`config.mk`:
```
export PLATFORM = sky130hd
export DESIGN_NAME = wb_div_initiator
export DESIGN_NICKNAME = d
export VERILOG_FILES = /design/src/rtl/wb_div_initiator.sv
export SDC_FILE = /design/constraint.sdc
export NUM_CORES = 1
export LEC_CHECK = 0
export BUFFER_PORTS_ARGS = -buffer_cell sky130_fd_sc_hd__buf_2
export CORE_ASPECT_RATIO = 1.25
export CORE_MARGIN = 3
export CORE_UTILIZATION = 50
export CTS_CLUSTER_SIZE = 8
export DETAILED_ROUTE_END_ITERATION = 16
export MAX_ROUTING_LAYER = met4
export PLACE_DENSITY_LB_ADDON = 0.2
export SETUP_SLACK_MARGIN = 0.5
export SLEW_MARGIN = 20
export SYNTH_ARGS = -nofsm -noshare
export SYNTH_HDL_FRONTEND = slang
export SYNTH_SLANG_ARGS = --single-unit
export TNS_END_PERCENT = 5
```
`constraint.sdc`:
```
create_clock -name clk_i -period 4.6 [get_ports clk_i]
set_input_delay 0.69 -clock clk_i [delete_from_list [all_inputs] [get_ports clk_i]]
set_output_delay 0.69 -clock clk_i [all_outputs]
set_load 0.005 [all_outputs]
```
`src/rtl/wb_div_initiator.sv`:
```
// wb_div_initiator
//   Wishbone initiator that runs one division on the serial-divider CSR block
//   for each accepted local request. The bus sequence is: write DIVIDEND,
//   write DIVISOR, write START, poll FINI until bit 0 is set, read QUOTIENT,
//   and optionally read REMAINDER. Every transfer is followed by one idle
//   cycle, because the responder ignores stb while its own ack is high.
//
//   Build option: define DIV_INIT_REM_RD_EN to add the REMAINDER read.
//   Without it, BASE+0x0C is never accessed and remainder_o is tied to 0.
//
// Ports
//   clk_i, reset_ni              clock, asynchronous active-low reset
//   req_i                        start request (sampled only while idle)
//   dividend_i, divisor_i        operands, captured when req_i is accepted
//   busy_o                       high from acceptance until done_o/err_o
//   done_o, err_o                1-cycle completion / abort pulses
//   err_code_o                   01 ack timeout, 10 poll limit (held)
//   quotient_o, remainder_o      last results read (held)
//   wbm_*                        Wishbone initiator port
module wb_div_initiator #(
  parameter int             WBW         = 32,
  parameter int             XLEN        = 32,
  parameter logic [WBW-1:0] BASE_ADR    = 32'h3000_0000,
  parameter int             ACK_TIMEOUT = 64,
  parameter int             POLL_LIMIT  = 1024
) (
  input  logic              clk_i,
  input  logic              reset_ni,
  input  logic              req_i,
  input  logic [XLEN-1:0]   dividend_i,
  input  logic [XLEN-1:0]   divisor_i,
  output logic              busy_o,
  output logic              done_o,
  output logic              err_o,
  output logic [1:0]        err_code_o,
  output logic [XLEN-1:0]   quotient_o,
  output logic [XLEN-1:0]   remainder_o,
  output logic              wbm_cyc_o,
  output logic              wbm_stb_o,
  output logic              wbm_we_o,
  output logic [WBW/8-1:0]  wbm_sel_o,
  output logic [WBW-1:0]    wbm_adr_o,
  output logic [WBW-1:0]    wbm_dat_o,
  input  logic              wbm_ack_i,
  input  logic [WBW-1:0]    wbm_dat_i
);

  localparam int TW = $clog2(ACK_TIMEOUT + 1);
  localparam int PW = $clog2(POLL_LIMIT + 1);
  localparam logic [TW-1:0] TMO_LAST  = TW'(ACK_TIMEOUT - 1);
  localparam logic [PW-1:0] POLL_LAST = PW'(POLL_LIMIT - 1);

  typedef enum logic [3:0] {
    S_IDLE, S_WR_DVD, S_WR_DVS, S_WR_START, S_RD_FINI,
    S_RD_QUO, S_RD_REM, S_GAP, S_DONE, S_ERR
  } state_t;

  state_t            state_q, state_d, ret_q, ret_d;
  logic [TW-1:0]     tmo_q, tmo_d;
  logic [PW-1:0]     poll_q, poll_d;
  logic              busy_q, busy_d, done_q, done_d, err_q, err_d;
  logic [1:0]        code_q, code_d;
  logic [XLEN-1:0]   quo_q, quo_d;
  logic [XLEN-1:0]   dvd_q, dvd_d, dvs_q, dvs_d;
  logic              cyc_q, cyc_d, stb_q, stb_d, we_q, we_d;
  logic [WBW-1:0]    adr_q, adr_d, dat_q, dat_d;
`ifdef DIV_INIT_REM_RD_EN
  logic [XLEN-1:0]   rem_q, rem_d;
`endif

  function automatic logic [WBW-1:0] zext(input logic [XLEN-1:0] v);
    zext = '0;
    zext[XLEN-1:0] = v;
  endfunction

  always_comb begin
    state_d = state_q;
    ret_d   = ret_q;
    tmo_d   = tmo_q;
    poll_d  = poll_q;
    busy_d  = busy_q;
    done_d  = 1'b0;
    err_d   = 1'b0;
    code_d  = code_q;
    quo_d   = quo_q;
    dvd_d   = dvd_q;
    dvs_d   = dvs_q;
`ifdef DIV_INIT_REM_RD_EN
    rem_d   = rem_q;
`endif
    cyc_d   = 1'b0;
    stb_d   = 1'b0;
    we_d    = 1'b0;
    adr_d   = '0;
    dat_d   = '0;

    case (state_q)
      // done_q/err_q are high in the first idle cycle; a request seen then is dropped
      S_IDLE: if (req_i && !done_q && !err_q) begin
        state_d = S_WR_DVD;
        busy_d  = 1'b1;
        code_d  = 2'b00;
        poll_d  = '0;
        dvd_d   = dividend_i;
        dvs_d   = divisor_i;
      end
      S_WR_DVD:   if (wbm_ack_i) begin state_d = S_GAP; ret_d = S_WR_DVS;   end
      S_WR_DVS:   if (wbm_ack_i) begin state_d = S_GAP; ret_d = S_WR_START; end
      S_WR_START: if (wbm_ack_i) begin state_d = S_GAP; ret_d = S_RD_FINI;  end
      S_RD_FINI: if (wbm_ack_i) begin
        if (wbm_dat_i[0]) begin
          state_d = S_GAP;
          ret_d   = S_RD_QUO;
        end else if (poll_q == POLL_LAST) begin
          state_d = S_ERR;
          code_d  = 2'b10;
        end else begin
          state_d = S_GAP;
          ret_d   = S_RD_FINI;
          poll_d  = poll_q + PW'(1);
        end
      end
      S_RD_QUO: if (wbm_ack_i) begin
        quo_d   = wbm_dat_i[XLEN-1:0];
        state_d = S_GAP;
`ifdef DIV_INIT_REM_RD_EN
        ret_d   = S_RD_REM;
`else
        ret_d   = S_DONE;
`endif
      end
`ifdef DIV_INIT_REM_RD_EN
      S_RD_REM: if (wbm_ack_i) begin
        rem_d   = wbm_dat_i[XLEN-1:0];
        state_d = S_GAP;
        ret_d   = S_DONE;
      end
`endif
      S_GAP:  state_d = ret_q;
      S_DONE: begin done_d = 1'b1; busy_d = 1'b0; state_d = S_IDLE; end
      S_ERR:  begin err_d  = 1'b1; busy_d = 1'b0; state_d = S_IDLE; end
      default: state_d = S_IDLE;
    endcase

    // Ack watchdog overrides the transfer outcome; moving to ERR drops stb below.
    if (stb_q && !wbm_ack_i) begin
      if (tmo_q == TMO_LAST) begin
        state_d = S_ERR;
        code_d  = 2'b01;
        tmo_d   = '0;
      end else begin
        tmo_d   = tmo_q + TW'(1);
      end
    end else begin
      tmo_d = '0;
    end

    // Bus signals are registered from the next state so they are valid on
    // entry and remain constant for as long as the transfer state is held.
    case (state_d)
      S_WR_DVD:   begin cyc_d = 1'b1; stb_d = 1'b1; we_d = 1'b1; adr_d = BASE_ADR;              dat_d = zext(dvd_d); end
      S_WR_DVS:   begin cyc_d = 1'b1; stb_d = 1'b1; we_d = 1'b1; adr_d = BASE_ADR + WBW'('h04); dat_d = zext(dvs_d); end
      S_WR_START: begin cyc_d = 1'b1; stb_d = 1'b1; we_d = 1'b1; adr_d = BASE_ADR + WBW'('h18); dat_d = WBW'(1);    end
      S_RD_FINI:  begin cyc_d = 1'b1; stb_d = 1'b1; adr_d = BASE_ADR + WBW'('h14); end
      S_RD_QUO:   begin cyc_d = 1'b1; stb_d = 1'b1; adr_d = BASE_ADR + WBW'('h08); end
      S_RD_REM:   begin cyc_d = 1'b1; stb_d = 1'b1; adr_d = BASE_ADR + WBW'('h0C); end
      default: ;
    endcase
  end

  always_ff @(posedge clk_i or negedge reset_ni) begin
    if (!reset_ni) begin
      state_q <= S_IDLE;
      ret_q   <= S_IDLE;
      tmo_q   <= '0;
      poll_q  <= '0;
      busy_q  <= 1'b0;
      done_q  <= 1'b0;
      err_q   <= 1'b0;
      code_q  <= 2'b00;
      quo_q   <= '0;
      cyc_q   <= 1'b0;
      stb_q   <= 1'b0;
      we_q    <= 1'b0;
      adr_q   <= '0;
      dat_q   <= '0;
    end else begin
      state_q <= state_d;
      ret_q   <= ret_d;
      tmo_q   <= tmo_d;
      poll_q  <= poll_d;
      busy_q  <= busy_d;
      done_q  <= done_d;
      err_q   <= err_d;
      code_q  <= code_d;
      quo_q   <= quo_d;
      cyc_q   <= cyc_d;
      stb_q   <= stb_d;
      we_q    <= we_d;
      adr_q   <= adr_d;
      dat_q   <= dat_d;
    end
  end

  // Operand holding registers: only read after being loaded on acceptance.
  always_ff @(posedge clk_i) begin
    dvd_q <= dvd_d;
    dvs_q <= dvs_d;
  end

`ifdef DIV_INIT_REM_RD_EN
  always_ff @(posedge clk_i or negedge reset_ni) begin
    if (!reset_ni) rem_q <= '0;
    else           rem_q <= rem_d;
  end
  assign remainder_o = rem_q;
`else
  assign remainder_o = '0;
`endif

  assign busy_o     = busy_q;
  assign done_o     = done_q;
  assign err_o      = err_q;
  assign err_code_o = code_q;
  assign quotient_o = quo_q;
  assign wbm_cyc_o  = cyc_q;
  assign wbm_stb_o  = stb_q;
  assign wbm_we_o   = we_q;
  assign wbm_sel_o  = '1;
  assign wbm_adr_o  = adr_q;
  assign wbm_dat_o  = dat_q;

endmodule

```
==> flow_summary.yaml, run 1 <==
global_routing:
  antenna_found_initial: 1
  globalRouteTotalUtil_pct: 19.6
  grt_pass1_wl_um: 24400
  largest_net_degree_at_the_start_of_global_routing: 79
  via_count_of_the_first_global_routing_pass: 5000
  grt.overflow.total: 0
sta:
  worst-slew-pin-transition_ns: 1.03
  final.setup_skew_ns: 0.0133
  period_share_pct: 62.7
  totalNegativeSetupSlack_ns: 0
  fin_crit_ns: 2.88
  unrepaired_setup_endpoints_after_global_routing: "no"
  fin_ws_ns: 1.72
  maxClockFrequency_mhz: 347
  relSlewSlack_pct: 31.2
  hold_viol_final: 0
  final-setup-viol-count: 0
  slew_viol_final: 0
cells_and_area:
  syn_to_final_growth_pct: 19.1
  finalNetCount: 994
  final_layout_size_suffix_gt1_share_pct: 29.4
  post_layout_nonfiller_instances: 1081
floorplan:
  design.core.area_um2: 13800
  fp.dieW_um: 112
  num_rows: 48
  die_y_um: 139
  design.die.area_um2: 15600
  i_o_pins: 240
  initial_core_util_pct: 51.2
worst_setup_path:
  slowest_delay_ns: 0.65
  critPathCaptureType: "flip-flop"
  critical_path.max_fanout: 33
  worstSetupPathType: "reg2reg"
  critical_path.startpoint: "state_q[3]"
  arrival_ns: 3.22
  worst-endpoint-required_ns: 4.94
  critical_path.reg2reg.startpoint: "state_q[3]"
  crit_path_launch_type: "flip-flop"
  worstPathCellList: "nor4b_1 > nand2_2 > and3_1 > or3_1 > a21oi_1"
  critical-path-slowest-cell: "and3_1"
synth:
  post_synth_instance_area_um2: 7080
  ys_types: 49
  synthCells: 728
  yosysSeqAreaShare_pct: 53.8
  ys_warn_count: 0
  synth.ff_latch_count: 165
  syn_avg_cell_area_um2: 9.72
clocking:
  clk_pin_slew_worst_paths_ns: 0.06
  clock_latency_ns: 0.42
  tritoncts: "built"
  post_cts.repair.setup_buffers: 0
  clk_path_buf_depth: 2
  post_cts_hold_fix_bufs: 0
  cts_num_sinks: 165
  cts-buffers-inserted: 17
  ctsRootBufferMaster: "clkbuf_16"
  htreeDepth: 4
  cts_resized: 0
power:
  power.share.combinational_pct: 35.4
  report.power.total_mw: 5.63
  p_leak_nw: 4.40
  power.switching_mw: 1.97
  power.switching_fraction_pct: 35.0
  clkPwrFrac_pct: 24.9
  power-per-cell-area_nw_per_um2: 668
  internal_power_mw: 3.66
  ir_drop_uv: 319
  pwr-share-seq_pct: 39.7
route:
  routed_via_density: 4.78
  highest_layer: "met4"
  detail_route.iter0.violations: 225
  num_vias: 5172
  drc: 0
  drt-met1-wl_um: 6700
  drt_pass1_iterations: 4
  wirelength_routed_um: 14900
  per_cell_routed_wire_length_um: 13.8
  drtAntennaViolNets: 0
  length_of_routed_met2_wiring_um: 7180
  met3RoutedLength_um: 842
placement:
  hpwlAfterDp_um: 10100
  numPlacedInstances: 1047
  place.gp.congestion: 0.852
  port_buffers: 176
  place_ws_ns: 1.44
outcome:
  outcome: "finished, final reports clean"
run:
  max-cap-violations: 0
min_path:
  min_path_type: "in2async"
-- path summary, 6_finish.rpt --
path,end,slack [ns],cells after the start
worst min-delay path,tmo_q[5],0.15,1
min in group clk_i,dvd_q[22],0.44,2
worst max register to register,wbm_adr_o[4],1.72,5
worst max-delay path,wbm_adr_o[4],1.72,5
worst min register to register,dvd_q[22],0.44,2
max in group asynchronous,wbm_dat_o[25],3.47,3
-- cell usage in the layout (no fill, tap or decap), types with 3 or more instances in the layout --
cell       Yosys  routed
a211oi_1       7       7
a21oi_1       11      11
and3_1        36      36
buf_2         19     175
buf_4         65       7
clkbuf_16      0      18
clkinv_2       0       3
conb_1         2      63
dfrtp_1      101     101
dfxtp_1       64      64
inv_1          6       6
inv_6          0       6
mux2_2        35      35
nand2_1      206     205
nand2b_1       4       4
nand3_1       10      10
nor2_1        24      24
nor2b_1       32      32
nor3_1         5       4
o21a_1        32      32
o21ai_0        6       6
or2_2          4       4
or3_1          3       3
xnor2_1        8       8
-- cell families after synthesis --
family                   synth area share [%]
AO/OA/AOI/OAI                            7.16
adder cells (fa/ha/maj)                 0.353
other                                   0.106
AND/OR/NAND/NOR                          22.1
buffers and inverters                    9.55
multiplexers                             5.73
flip-flops                               53.8
XOR/XNOR                                 1.24
-- state kept, by name, summed over array words and instances (netlist names) --
register / flops
wbm_stb_o: 1
wbm_adr_o: 4
poll_q: 11
done_o: 1
busy_o: 1
err_o: 1
quotient_o: 32
ret_q: 4
tmo_q: 7
wbm_we_o: 1
dvd_q: 32
err_code_o: 2
dvs_q: 32
state_q: 4
wbm_dat_o: 32
-- area by class of cell --
type	count	area, µm²
flip-flops and latches	165	3810
well taps	175	219
repair buffers	183	956
multi-input cells	518	2830
diodes	1	2.50
inverters	7	28.8
clock buffers	18	450
fillers	1215	5380
clock inverters	14	135
-- worst max-delay path, delay by kind of cell (launching register included) --
kind | cells | cell delay (ns)
AO/OA/AOI/OAI | 1 | 0.13
flip-flops | 1 | 0.53
AND/OR/NAND/NOR | 4 | 2.14
-- power by group through the flow --
stage	Sequential (mW)	Combinational, mW	Clock (mW)
6_report	2.24	1.99	1.40
5_1_grt	2.31	2.26	1.50
4_1_cts	2.24	2.02	1.43
3_5_place_dp	2.26	2.02	0
3_3_place_gp	2.26	1.98	0
2_1_floorplan	2.23	1.48	0
-- metal layers --
metal  vias to the layer above  track usage (%)
li1                       2588                -
met1                      2412             25.6
met2                       162             30.7
met3                        10             4.71
met4                         0             5.25
met5                         -                -
-- synth_stat cells, drive strengths merged --
library cell  number  area, µm²
buf               85        594
inv                7       28.8
a211oi             7       52.6
and4b              1       10.0
nor2b             32        200
clkbuf            14       52.6
nand4              1       6.26
xor2               2       17.5
nor2              25       96.4
or3                3       18.8
o21bai             2       15.0
dfxtp             64       1280
a32oi              1       8.76
nor4               4       52.6
nor3               5       25.0
o21a              32        240
a21oi             11       55.1
nor3b              1       7.51
o22a               1       17.5
dfrtp            101       2530
xnor2              8       70.1
nand2            206        773
and3              36        225
and2               2       12.5
nand3             10       50.1
nand3b             2       15.0
a2111o             1       11.3
a31o               2       17.5
ha                 2       25.0
o2bb2ai            1       8.76
o41ai              1       8.76
conb               2       7.51
nor4b              1       8.76
o221a              1       11.3
nand2b             4       25.0
o21ai              7       35.0
or2                4       25.0
o22ai              2       25.0
mux2              36        405
or4b               1       10.0
-- stage by stage --
step | hold slack [ns] | util (%) | cell area, µm²
3_5_place_dp | 0.427 | 56.6 | 7820
6_report | 0.155 | 61.0 | 8430
5_1_grt | 0.158 | 61.0 | 8430
2_1_floorplan | 0.394 | - | 7310
3_3_place_gp | 0.422 | 56.6 | 7820
4_1_cts | 0.444 | 60.8 | 8400
(Power assumes the default switching activity.)
==> run 2, diff against run 1 <==
--- a/config.mk
+++ b/config.mk
@@ -8,7 +8,7 @@
 export BUFFER_PORTS_ARGS = -buffer_cell sky130_fd_sc_hd__buf_2
 export CORE_ASPECT_RATIO = 1.25
 export CORE_MARGIN = 3
-export CORE_UTILIZATION = 50
+export CORE_UTILIZATION = 46
 export CTS_CLUSTER_SIZE = 8
 export DETAILED_ROUTE_END_ITERATION = 16
 export MAX_ROUTING_LAYER = met4
==> constraint.sdc (replaced) <==
create_clock -name clk_i -period 2.5 [get_ports clk_i]
set_input_delay 0.375 -clock clk_i [delete_from_list [all_inputs] [get_ports clk_i]]
set_output_delay 0.375 -clock clk_i [all_outputs]
set_load 0.005 [all_outputs]
==> flow_summary.yaml, run 2 (same netlist as run 1, synthesis figures left out) <==
sta:
  slew_viol_final: 0
  fin_crit_ns: 2.18
  unrepaired_setup_endpoints_after_global_routing: "yes"
  worst-slew-pin-transition_ns: 0.783
  final.setup_skew_ns: 0.0100
  totalNegativeSetupSlack_ns: 0
  relSlewSlack_pct: 47.5
  fin_ws_ns: 0.324
  maxClockFrequency_mhz: 460
  period_share_pct: 87.0
  hold_viol_final: 0
  final-setup-viol-count: 0
placement:
  port_buffers: 176
  numPlacedInstances: 1062
  place.gp.congestion: 0.791
  place_ws_ns: 0.165
  dpl-instance-area_um2: 7980
  hpwlAfterDp_um: 10500
route:
  routed_via_density: 4.72
  num_vias: 5219
  drt_pass1_iterations: 4
  detail_route.iter0.violations: 191
  per_cell_routed_wire_length_um: 13.9
  drc: 0
  wirelength_routed_um: 15300
  drtAntennaViolNets: 0
cells_and_area:
  post_layout_nonfiller_instances: 1105
  syn_to_final_growth_pct: 22.6
  layout_commonest_cell: "nand2_1"
  ff_latch_area_um2: 3810
  antennaDiodeCount: 0
  final_layout_size_suffix_gt1_share_pct: 32.3
  num-fill-cells: 1406
  most_frequent_cells_in_the_layout: "204 x nand2_1, 175 x buf_2, 97 x dfrtp_1"
  finalNetCount: 1012
  postLayoutCellArea_um2: 8680
  multi_input_area_um2: 2900
  utilization_pct: 57.8
global_routing:
  via_count_of_the_first_global_routing_pass: 4953
  grt_pass1_wl_um: 24100
  grt.overflow.total: 0
  antenna_found_initial: 0
  globalRouteTotalUtil_pct: 18.7
  largest_net_degree_at_the_start_of_global_routing: 74
worst_setup_path:
  critical-path-slowest-cell: "a2111o_1"
  worstSetupPathType: "reg2reg"
  worst-endpoint-required_ns: 2.79
  critical_path.max_fanout: 5
  arrival_ns: 2.47
  worstPathCellList: "ha_2 > nand3_4 > nor4_4 > a2111o_1 > o22a_4 > mux2_4 > o221a_1"
  critPathCaptureType: "flip-flop"
  slowest_delay_ns: 0.43
  crit_path_launch_type: "flip-flop"
floorplan:
  design.core.area_um2: 15000
  i_o_pins: 240
  die_y_um: 145
  design.die.area_um2: 16900
  fp.dieW_um: 117
  num_rows: 50
  initial_core_util_pct: 47.1
clocking:
  ctsRootBufferMaster: "clkbuf_16"
  htreeDepth: 4
  clk_pin_slew_worst_paths_ns: 0.06
  clk_path_buf_depth: 2
  tritoncts: "built"
  cts-buffers-inserted: 17
  cts_num_sinks: 165
  clock_latency_ns: 0.42
power:
  ir_drop_uv: 708
  power-per-cell-area_nw_per_um2: 1210
  p_leak_nw: 4.50
run:
  max-cap-violations: 0
min_path:
  min_path_type: "in2reg"
outcome:
  outcome: "finished, final reports clean"
-- run 2: metal layers --
metal	share of wire [%]	wire (µm)	vias to the layer above	track usage, %
li1	-	-	2616	-
met4	0.94	144	0	5.92
met5	0	0	-	-
met2	49	7530	154	29.8
met3	5.6	865	11	4.87
met1	44	6780	2438	23.5
-- run 2: power breakdown --
part	switching, mW	internal (mW)
clock	1.03	1.35
sequential	0.433	3.68
combinational	2.18	1.85
-- run 2: stage by stage --
step                total power, mW  hold slack (ns)
floorplan                      6.84           0.0794
global placement               8.01            0.370
detailed placement             8.10            0.373
CTS                            10.6            0.136
global route                   11.4            0.141
finish                         10.5            0.154
-- run 2: timing repair --
item | 4_1_cts | 5_1_grt
hold buffers | 1 | 0
setup buffers | 6 | 4
pin swaps | 2 | 1
endpoints found under the setup margin | 52 | 52
endpoints found under the hold margin | 36 | 0
gates resized for setup | 13 | 5
-- run 2: final timing paths --
| check | startpoint | to | slack (ns) | cells after the start |
|---|---|---|---|---|
| worst max-delay path | poll_q[0] | wbm_dat_o[0] | 0.32 | 7 |
| worst min-delay path | dividend_i[8] | dvd_q[8] | 0.15 | 3 |
| worst max register to register | poll_q[0] | wbm_dat_o[0] | 0.32 | 7 |
| worst min register to register | dvd_q[8] | dvd_q[8] | 0.44 | 2 |
| max in group asynchronous | reset_ni | wbm_dat_o[26] | 1.32 | 3 |
| min in group asynchronous | reset_ni | tmo_q[3] | 0.47 | 2 |
-- run 2: layout make-up --
class                   instances  area share, %
multi-input cells             518           33.5
clock inverters                12          0.865
clock buffers                  20           5.39
repair buffers                201           13.2
flip-flops and latches        165           44.0
well taps                     182           2.62
inverters                       7          0.447
-- run 2: critical path, delay by kind of cell, from the launching register on --
| kind | cells | cell delay (ns) |
|---|---|---|
| AO/OA/AOI/OAI | 3 | 0.93 |
| adder cells (fa/ha/maj) | 1 | 0.21 |
| flip-flops | 1 | 0.42 |
| multiplexers | 1 | 0.31 |
| AND/OR/NAND/NOR | 2 | 0.18 |
